`src/rtl/mux4_rr_arbiter.sv`:
```
// ---------------------------------------------------------------------------
// mux4_rr_arbiter
//   Four-requester round-robin arbiter with a shared 1-bit data channel.
//   One owner at a time holds the channel for at most MAX_HOLD consecutive
//   cycles while others wait. An uncontested owner keeps the channel
//   indefinitely, with its hold count reloading to 1.
//
// Ports
//   clk        : single clock, all state updates on its rising edge
//   reset      : synchronous active-high reset
//   req[3:0]   : request from requester n on req[n]
//   i0..i3     : data bit from requesters 0..3
//   gnt[3:0]   : registered one-hot grant, 0 when there is no owner
//   s1, s0     : registered owner index {s1,s0}; holds last owner in IDLE
//   busy       : registered, 1 while an owner exists
//   out        : shared channel bit = busy & data of selected requester
// ---------------------------------------------------------------------------
module mux4_rr_arbiter #(
    parameter int unsigned MAX_HOLD = 4
) (
    input  logic       clk,
    input  logic       reset,
    input  logic [3:0] req,
    input  logic       i0,
    input  logic       i1,
    input  logic       i2,
    input  logic       i3,
    output logic [3:0] gnt,
    output logic       s1,
    output logic       s0,
    output logic       busy,
    output logic       out
);

    typedef enum logic [0:0] {
        ST_IDLE  = 1'b0,
        ST_GRANT = 1'b1
    } state_t;

    localparam logic [3:0] MAX_HOLD_C = 4'(MAX_HOLD);

    state_t     state_q, state_d;
    logic [1:0] sel_q,   sel_d;
    logic [3:0] gnt_q,   gnt_d;
    logic       busy_q,  busy_d;
    logic [1:0] ptr_q,   ptr_d;
    logic [3:0] cnt_q,   cnt_d;

    logic [2:0] full_pick_s;   // {found, index} searching all four from ptr
    logic [2:0] other_pick_s;  // {found, index} searching the three non-owners
    logic       do_grant_s;
    logic [1:0] grant_idx_s;
    logic       data_s;

    // First set bit of r among span positions starting at start (mod 4).
    function automatic logic [2:0] rr_pick(input logic [3:0] r,
                                           input logic [1:0] start,
                                           input logic [2:0] span);
        logic       found;
        logic [1:0] idx;
        logic [1:0] cand;
        found = 1'b0;
        idx   = 2'd0;
        for (int k = 0; k < 4; k++) begin
            cand = start + 2'(k);
            if (!found && (3'(k) < span) && r[cand]) begin
                found = 1'b1;
                idx   = cand;
            end else begin
                found = found;
            end
        end
        return {found, idx};
    endfunction

    assign full_pick_s  = rr_pick(req, ptr_q, 3'd4);
    assign other_pick_s = rr_pick(req, sel_q + 2'd1, 3'd3);

    // Next-state decision: keep, reload, hand over, or release the channel.
    always_comb begin
        state_d     = state_q;
        sel_d       = sel_q;
        gnt_d       = gnt_q;
        busy_d      = busy_q;
        ptr_d       = ptr_q;
        cnt_d       = cnt_q;
        do_grant_s  = 1'b0;
        grant_idx_s = 2'd0;

        case (state_q)
            ST_IDLE: begin
                if (full_pick_s[2]) begin
                    do_grant_s  = 1'b1;
                    grant_idx_s = full_pick_s[1:0];
                end else begin
                    do_grant_s  = 1'b0;
                end
            end
            ST_GRANT: begin
                if (req == 4'b0000) begin
                    state_d = ST_IDLE;
                    gnt_d   = 4'b0000;
                    busy_d  = 1'b0;
                    cnt_d   = 4'd0;
                end else if (req[sel_q]) begin
                    if (cnt_q < MAX_HOLD_C) begin
                        cnt_d = cnt_q + 4'd1;
                    end else if (other_pick_s[2]) begin
                        do_grant_s  = 1'b1;
                        grant_idx_s = other_pick_s[1:0];
                    end else begin
                        // Nobody else is waiting: stay, restart the hold window.
                        cnt_d = 4'd1;
                    end
                end else if (other_pick_s[2]) begin
                    // Owner dropped but someone else waits: hand over, no bubble.
                    do_grant_s  = 1'b1;
                    grant_idx_s = other_pick_s[1:0];
                end else begin
                    state_d = ST_IDLE;
                    gnt_d   = 4'b0000;
                    busy_d  = 1'b0;
                    cnt_d   = 4'd0;
                end
            end
            default: begin
                state_d = ST_IDLE;
                gnt_d   = 4'b0000;
                busy_d  = 1'b0;
                cnt_d   = 4'd0;
            end
        endcase

        if (do_grant_s) begin
            state_d = ST_GRANT;
            sel_d   = grant_idx_s;
            gnt_d   = 4'b0001 << grant_idx_s;
            busy_d  = 1'b1;
            cnt_d   = 4'd1;
            ptr_d   = grant_idx_s + 2'd1;
        end else begin
            state_d = state_d;
        end
    end

    // State registers with synchronous reset.
    always_ff @(posedge clk) begin
        if (reset) begin
            state_q <= ST_IDLE;
            sel_q   <= 2'd0;
            gnt_q   <= 4'b0000;
            busy_q  <= 1'b0;
            ptr_q   <= 2'd0;
            cnt_q   <= 4'd0;
        end else begin
            state_q <= state_d;
            sel_q   <= sel_d;
            gnt_q   <= gnt_d;
            busy_q  <= busy_d;
            ptr_q   <= ptr_d;
            cnt_q   <= cnt_d;
        end
    end

    // Data select by the registered owner index.
    always_comb begin
        case (sel_q)
            2'd0:    data_s = i0;
            2'd1:    data_s = i1;
            2'd2:    data_s = i2;
            2'd3:    data_s = i3;
            default: data_s = 1'b0;
        endcase
    end

    assign gnt  = gnt_q;
    assign s1   = sel_q[1];
    assign s0   = sel_q[0];
    assign busy = busy_q;
    // Gating with reset keeps the channel quiet for the whole reset cycle,
    // not just from the reset edge onward.
    assign out  = busy_q & ~reset & data_s;

endmodule
```
`config.mk`:
```
export PLATFORM = sky130hd
export DESIGN_NAME = mux4_rr_arbiter
export DESIGN_NICKNAME = d
export VERILOG_FILES = /design/src/rtl/mux4_rr_arbiter.sv
export SDC_FILE = /design/constraint.sdc
export NUM_CORES = 1
export LEC_CHECK = 0
export ABC_AREA = 0
export CORE_MARGIN = 2
export CORE_UTILIZATION = 49
export DETAILED_ROUTE_END_ITERATION = 6
export HOLD_SLACK_MARGIN = 0.02
export PLACE_DENSITY = 0.84
export SLEW_MARGIN = 20
export SYNTH_ARGS = -nofsm -noshare
export SYNTH_HDL_FRONTEND = slang
export SYNTH_SLANG_ARGS = --single-unit
```
`constraint.sdc`:
```
create_clock -name clk -period 2.7 [get_ports clk]
set_input_delay 0.675 -clock clk [delete_from_list [all_inputs] [get_ports clk]]
set_output_delay 0.675 -clock clk [all_outputs]
set_load 0.005 [all_outputs]
```
* Word-level counts from Yosys, hierarchy flattened
Cells that the tools add are included.
Storage, ports and cells: register bits after elaboration 14, bits in latches 0, bits in writable memories 0, memory bits (read-only) 0, input port bits 10, output and inout bits 8, logic and storage cells 118, memories 0
Operators by class: add/sub/neg operators 8, multipliers 0, divide/modulo/power cells 0, order comparisons 9, equal/unequal tests 9, shift-type cells 1, muxes and demuxes 63, bitwise operators 4, reductions and logical operators 17
Operator list (count):
- $mux W4 | 9
- $mux W1 | 31
- $lt A2 B3 Y1 const B | 8
- $mux W2 | 12
- $bmux W1 S2 | 8
- $ne A3 B1 Y1 const B | 3
- $reduce_and A3 Y1 | 3
- $add A2 B1 Y2 const B | 4
- $ne A4 B1 Y1 const B | 2
- $add A2 B2 Y2 const B | 3
- $logic_and A1 B1 Y1 | 5
- $logic_not A1 Y1 | 5
- $add A4 B1 Y4 const B | 1
- $eq A2 B2 Y1 const B | 2
- $logic_not A4 Y1 | 1
- $lt A4 B3 Y1 const B | 1
- $pmux W1 S4 | 1
- $pmux W2 S2 | 1
- $shl A1 B2 Y4 const A | 1
- $ne A3 B3 Y1 const B | 1
- $and A1 B1 Y1 | 2
- $eq A2 B1 Y1 const B | 1
- $logic_not A2 Y1 | 1
- $not A1 Y1 | 2
- 3 further kinds | 3

* Longest topological paths before layout
depth in word-level cells 17, mapped depth 10, depth with buffers taken out 10

* Worst setup path after synthesis
Ideal clock, no wire load.
kind register to register, start reg sel_q[1], end reg gnt_q[0] (netlist: gnt[0]), setup time 0.117 ns, arrival time 2.308 ns, data required time 2.583 ns, slack 0.274 ns, cell stages (with the launch flop) 9, path buffers 0, clock period less this slack 2.426 ns, cells stage by stage dfxtp_1 inv_1 ha_1 mux2_1 or4_4 a41o_4 nand2_2 nor2_2 a32o_1
Between the ends: word-level cells in the longest chain between the ends 17, elaborated cells on any way between the ends 37, those cells by class add/sub (3); eq/ne (2); shift (1); mux (25); reduce/logical (6)
RTL lines:
- start: declaration | RTL line 43 | logic [1:0] sel_q, sel_d;
- start signal: assignment | RTL line 157 | sel_q <= sel_d;
- branches (longest 17 deep; another with $add A2 B1 Y2)
- end signal: assignment | RTL line 158 | gnt_q <= gnt_d;
- end: declaration | RTL line 44 | logic [3:0] gnt_q, gnt_d;
Parallel ways; which one is timed is not known. The select of a mux whose other input is x is not followed. A chain may end at the register's enable or synchronous reset.

* Worst setup path after layout
start in i3, end out out
Between the ends: word-level cells in the longest chain between the ends 2
RTL lines:
- start: declaration | RTL line 27 | input logic i3,
- $pmux W1 S4 | RTL line 167 | case (sel_q)
- $and A1 B1 Y1 | RTL line 182 | assign out = busy_q & ~reset & data_s;
- end: declaration | RTL line 32 | output logic out
Every way passes these cells.

==> summary.md <==
| Metric | Value |
|---|---|
| Site row count | 16 |
| Xor/xnor share of the synthesized area | 0% |
| Critical Path Fanout Max | 1 |
| Share of layout cells above drive strength 1 | between 10% and 20% |
| Total gr overflow | 0 |
| WP buf/inv | 2 |
| Synth area leaders | dfxtp_1, ha_1, a21oi_1 |
| Syn_nets | 136 |
| Top delay family on crit path | buffers and inverters |
| Placer Congestion | 0.784 |
| Most common cell in the synthesized netlist | nor2_1 |
| CTS tree | yes |
| Met1 Use GR | between 20% and 30% |
| Max cap viols | 0 |
| Area Growth Syn to Fin | 31.5% |
| Final-report max-slew violation count | 0 |
| RSZ-0062 raised after global routing | no |
| GR peak layer | met2 |
| Min-Delay Path Class | reg -> reg |
| Vias in the first global route | ~1,000 |
| Die Ht | roughly 50 um |
| Initial antenna violation count | 0 |
| Post-synth top cells | nor2_1, a21oi_1, dfxtp_1 |
| Largest family of logic cells by synthesized area | simple AND/OR/NAND/NOR gates |
| ANT nets after route | 0 |
| Post-CTS Setup Repair Bufs | 0 |
| Worst setup SP type | input port |
| Rel. slew slack | 66.0% |
| Min Tclk post-route | around 2.6 ns |
| Clock root buffer | clkbuf_4 |
| DIE WIDTH | 48.7 um |
| Peak supply drop | 479 uV |
| Pwr Total | around 720 uW |
| Largest net degree at the start of global routing | 15 |
| FMAX | a little under 400 MHz |
| Later-pin clock latency in the skew report | approximately 0.28 ns |
| Seq/Total Area, Yosys | between 20% and 30% |
| Clk sinks | 14 |
| Worst EP required | ~2.0 ns |
| RR Startpoint | sel_q[0]$_SDFFE_PP0P_ |
| Synth unique cells | 38 |
| Worst hold start | gnt[1]$_SDFFE_PP0P_ |
| Fin crit share | 95.6% |
| Clock Pin Slew Worst Setup and Hold Paths | roughly 0.090 ns |
| Drc violations | 0 |
| Met2 usage | 39.0% |
| Post-synth EDFFs | 0 |
| H-Tree Depth | 1 |
| Nets@finish | 166 |
| Critical path startpoint | i3 |
| Vias per cell | slightly below 6 |
| Final core occ | between 60% and 70% |
| Outcome | finished clean |
| Setup TNS | 0 ns |
| Max Root-Sink Buffers | 2 |
| Grt met3 use | 7.10% |
| Skew final | between 0.008 and 0.009 ns |
| First-pass GRT wire length | roughly 4.3 mm |
| I/O Pins | 18 |
| Number of DRC markers in iteration 0 | 18 |
| Post-synthesis compound-gate area fraction | approximately 22% |
| Post-Synth Simple-Gate Area | approximately a quarter |
| Drt total wl | ~2.5 mm |
| Antenna fix cells | 0 |
| Synth Area in Adders | 8.94% |
| Die footprint | approximately 2400 um2 |
| Mapped Cells | ~120 |
| Core Area | 1920 um2 |
| Routed wire length per instance | around 14 um |
| Hold Fails Final Rpt | 0 |
| Via count | 1,009 |
| CTS Buf Count | 3 |
| Top-area cell type share of the netlist area | ~29% |
| Crit path DAT | about 1.9 ns |
| LEAKAGE | around 0.00054 uW |
| Crit end category | primary output |
| 1st-pass router iterations | 4 |
| Placed wire-length estimate | 2.01 mm |
| Mux share of post-synthesis cell area | ~8% |
| Critical-path cell list | clkdlybuf4s50_1 > a222oi_1 > nor2_1 > a21oi_1 > nor3b_1 > dlygate4sd2_1 |
| Power per cell area | 561 nW/um2 |
| Slowest CP cell | clkdlybuf4s50_1 |
| Yosys Warn Count | 0 |
| Crit path kind | in -> out |
| IO Port Bufs | 17 |
| Worst Max-Slew Pin Slew | 0.505 ns |
| Initial core utilization | 51.0% |
| Post-synth ARST share | 0% |
| Post-synth top area cell | dfxtp_1 |
| Worst path max stage delay | 0.40 ns |
| Avg Cell Area, Syn | roughly 8 um2 |
| Total track usage | roughly 23% |
| Post-Syn Area | roughly 980 um2 |
| Synthesized flop and latch total | 14 |
| Predominant post-synthesis flop cell | dfxtp_1 |
| Final setup viols | 0 |
## registers in the layout, indices dropped and copies added, names as in the netlist
name	cells
busy	1
gnt	4
ptr_q	2
cnt_q	4
state_q	1
sel_q	2
## cells in the final DEF, fill, tap and decap left out, types with 7 or more instances in the layout
cell | netlist | layout
dfxtp_1 | 14 | 14
clkdlybuf4s50_1 | 0 | 16
nor2_1 | 17 | 17
ha_1 | 7 | 7
nand2_1 | 7 | 7
inv_1 | 7 | 7
a21oi_1 | 14 | 14
buf_4 | 1 | 14
## per-layer routing
layer,routed length (um),vias up
li1,-,493
met1,1040,490
met2,1290,22
met3,110,4
met4,42,0
met5,0,-
## final timing paths
kind         depth (start not counted)                   to  slack, ns
max reg2reg                          8  gnt[0]$_SDFFE_PP0P_       0.22
max                                  6                  out       0.12
min reg2reg                          1  gnt[1]$_SDFFE_PP0P_       0.48
min                                  1  gnt[1]$_SDFFE_PP0P_       0.48
## power breakdown
part	switching [uW]	total [uW]	leakage (uW)	internal [uW]
sequential	22.3	256	0.000115	234
clock	67.0	149	0.0000210	82.1
combinational	156	319	0.000403	162
total	245	724	0.000539	478
## logic make-up (layout without fill, tap and decap cells)
family	count (synthesis)	count (layout)
AO/OA/AOI/OAI	31	31
multiplexers	6	6
adder cells (fa/ha/maj)	7	7
buffers and inverters	13	42
flip-flops	14	14
AND/OR/NAND/NOR	48	48
## what timing repair did
item	CTS	global route
hold buffers	0	0
resized for setup	1	0
endpoints found under the setup margin	1	0
## through the flow
step	setup WS (ns)	instance area, um2	instances	hold WS [ns]
2_1_floorplan	0.274	980	119	0.466
4_1_cts	0.111	1290	175	0.490
5_1_grt	0.000455	1290	175	0.516
6_report	0.119	1290	175	0.485
3_3_place_gp	-0.0574	1250	171	0.453
3_5_place_dp	-0.102	1250	171	0.473
## area by class of cell
type | instances | area [um2]
clock buffers | 4 | 36.3
fillers | 181 | 633
inverters | 7 | 26.3
multi-input cells | 92 | 638
flip-flops and latches | 14 | 280
well taps | 27 | 33.8
repair buffers | 31 | 274
Power figures use the tool's default switching activity.
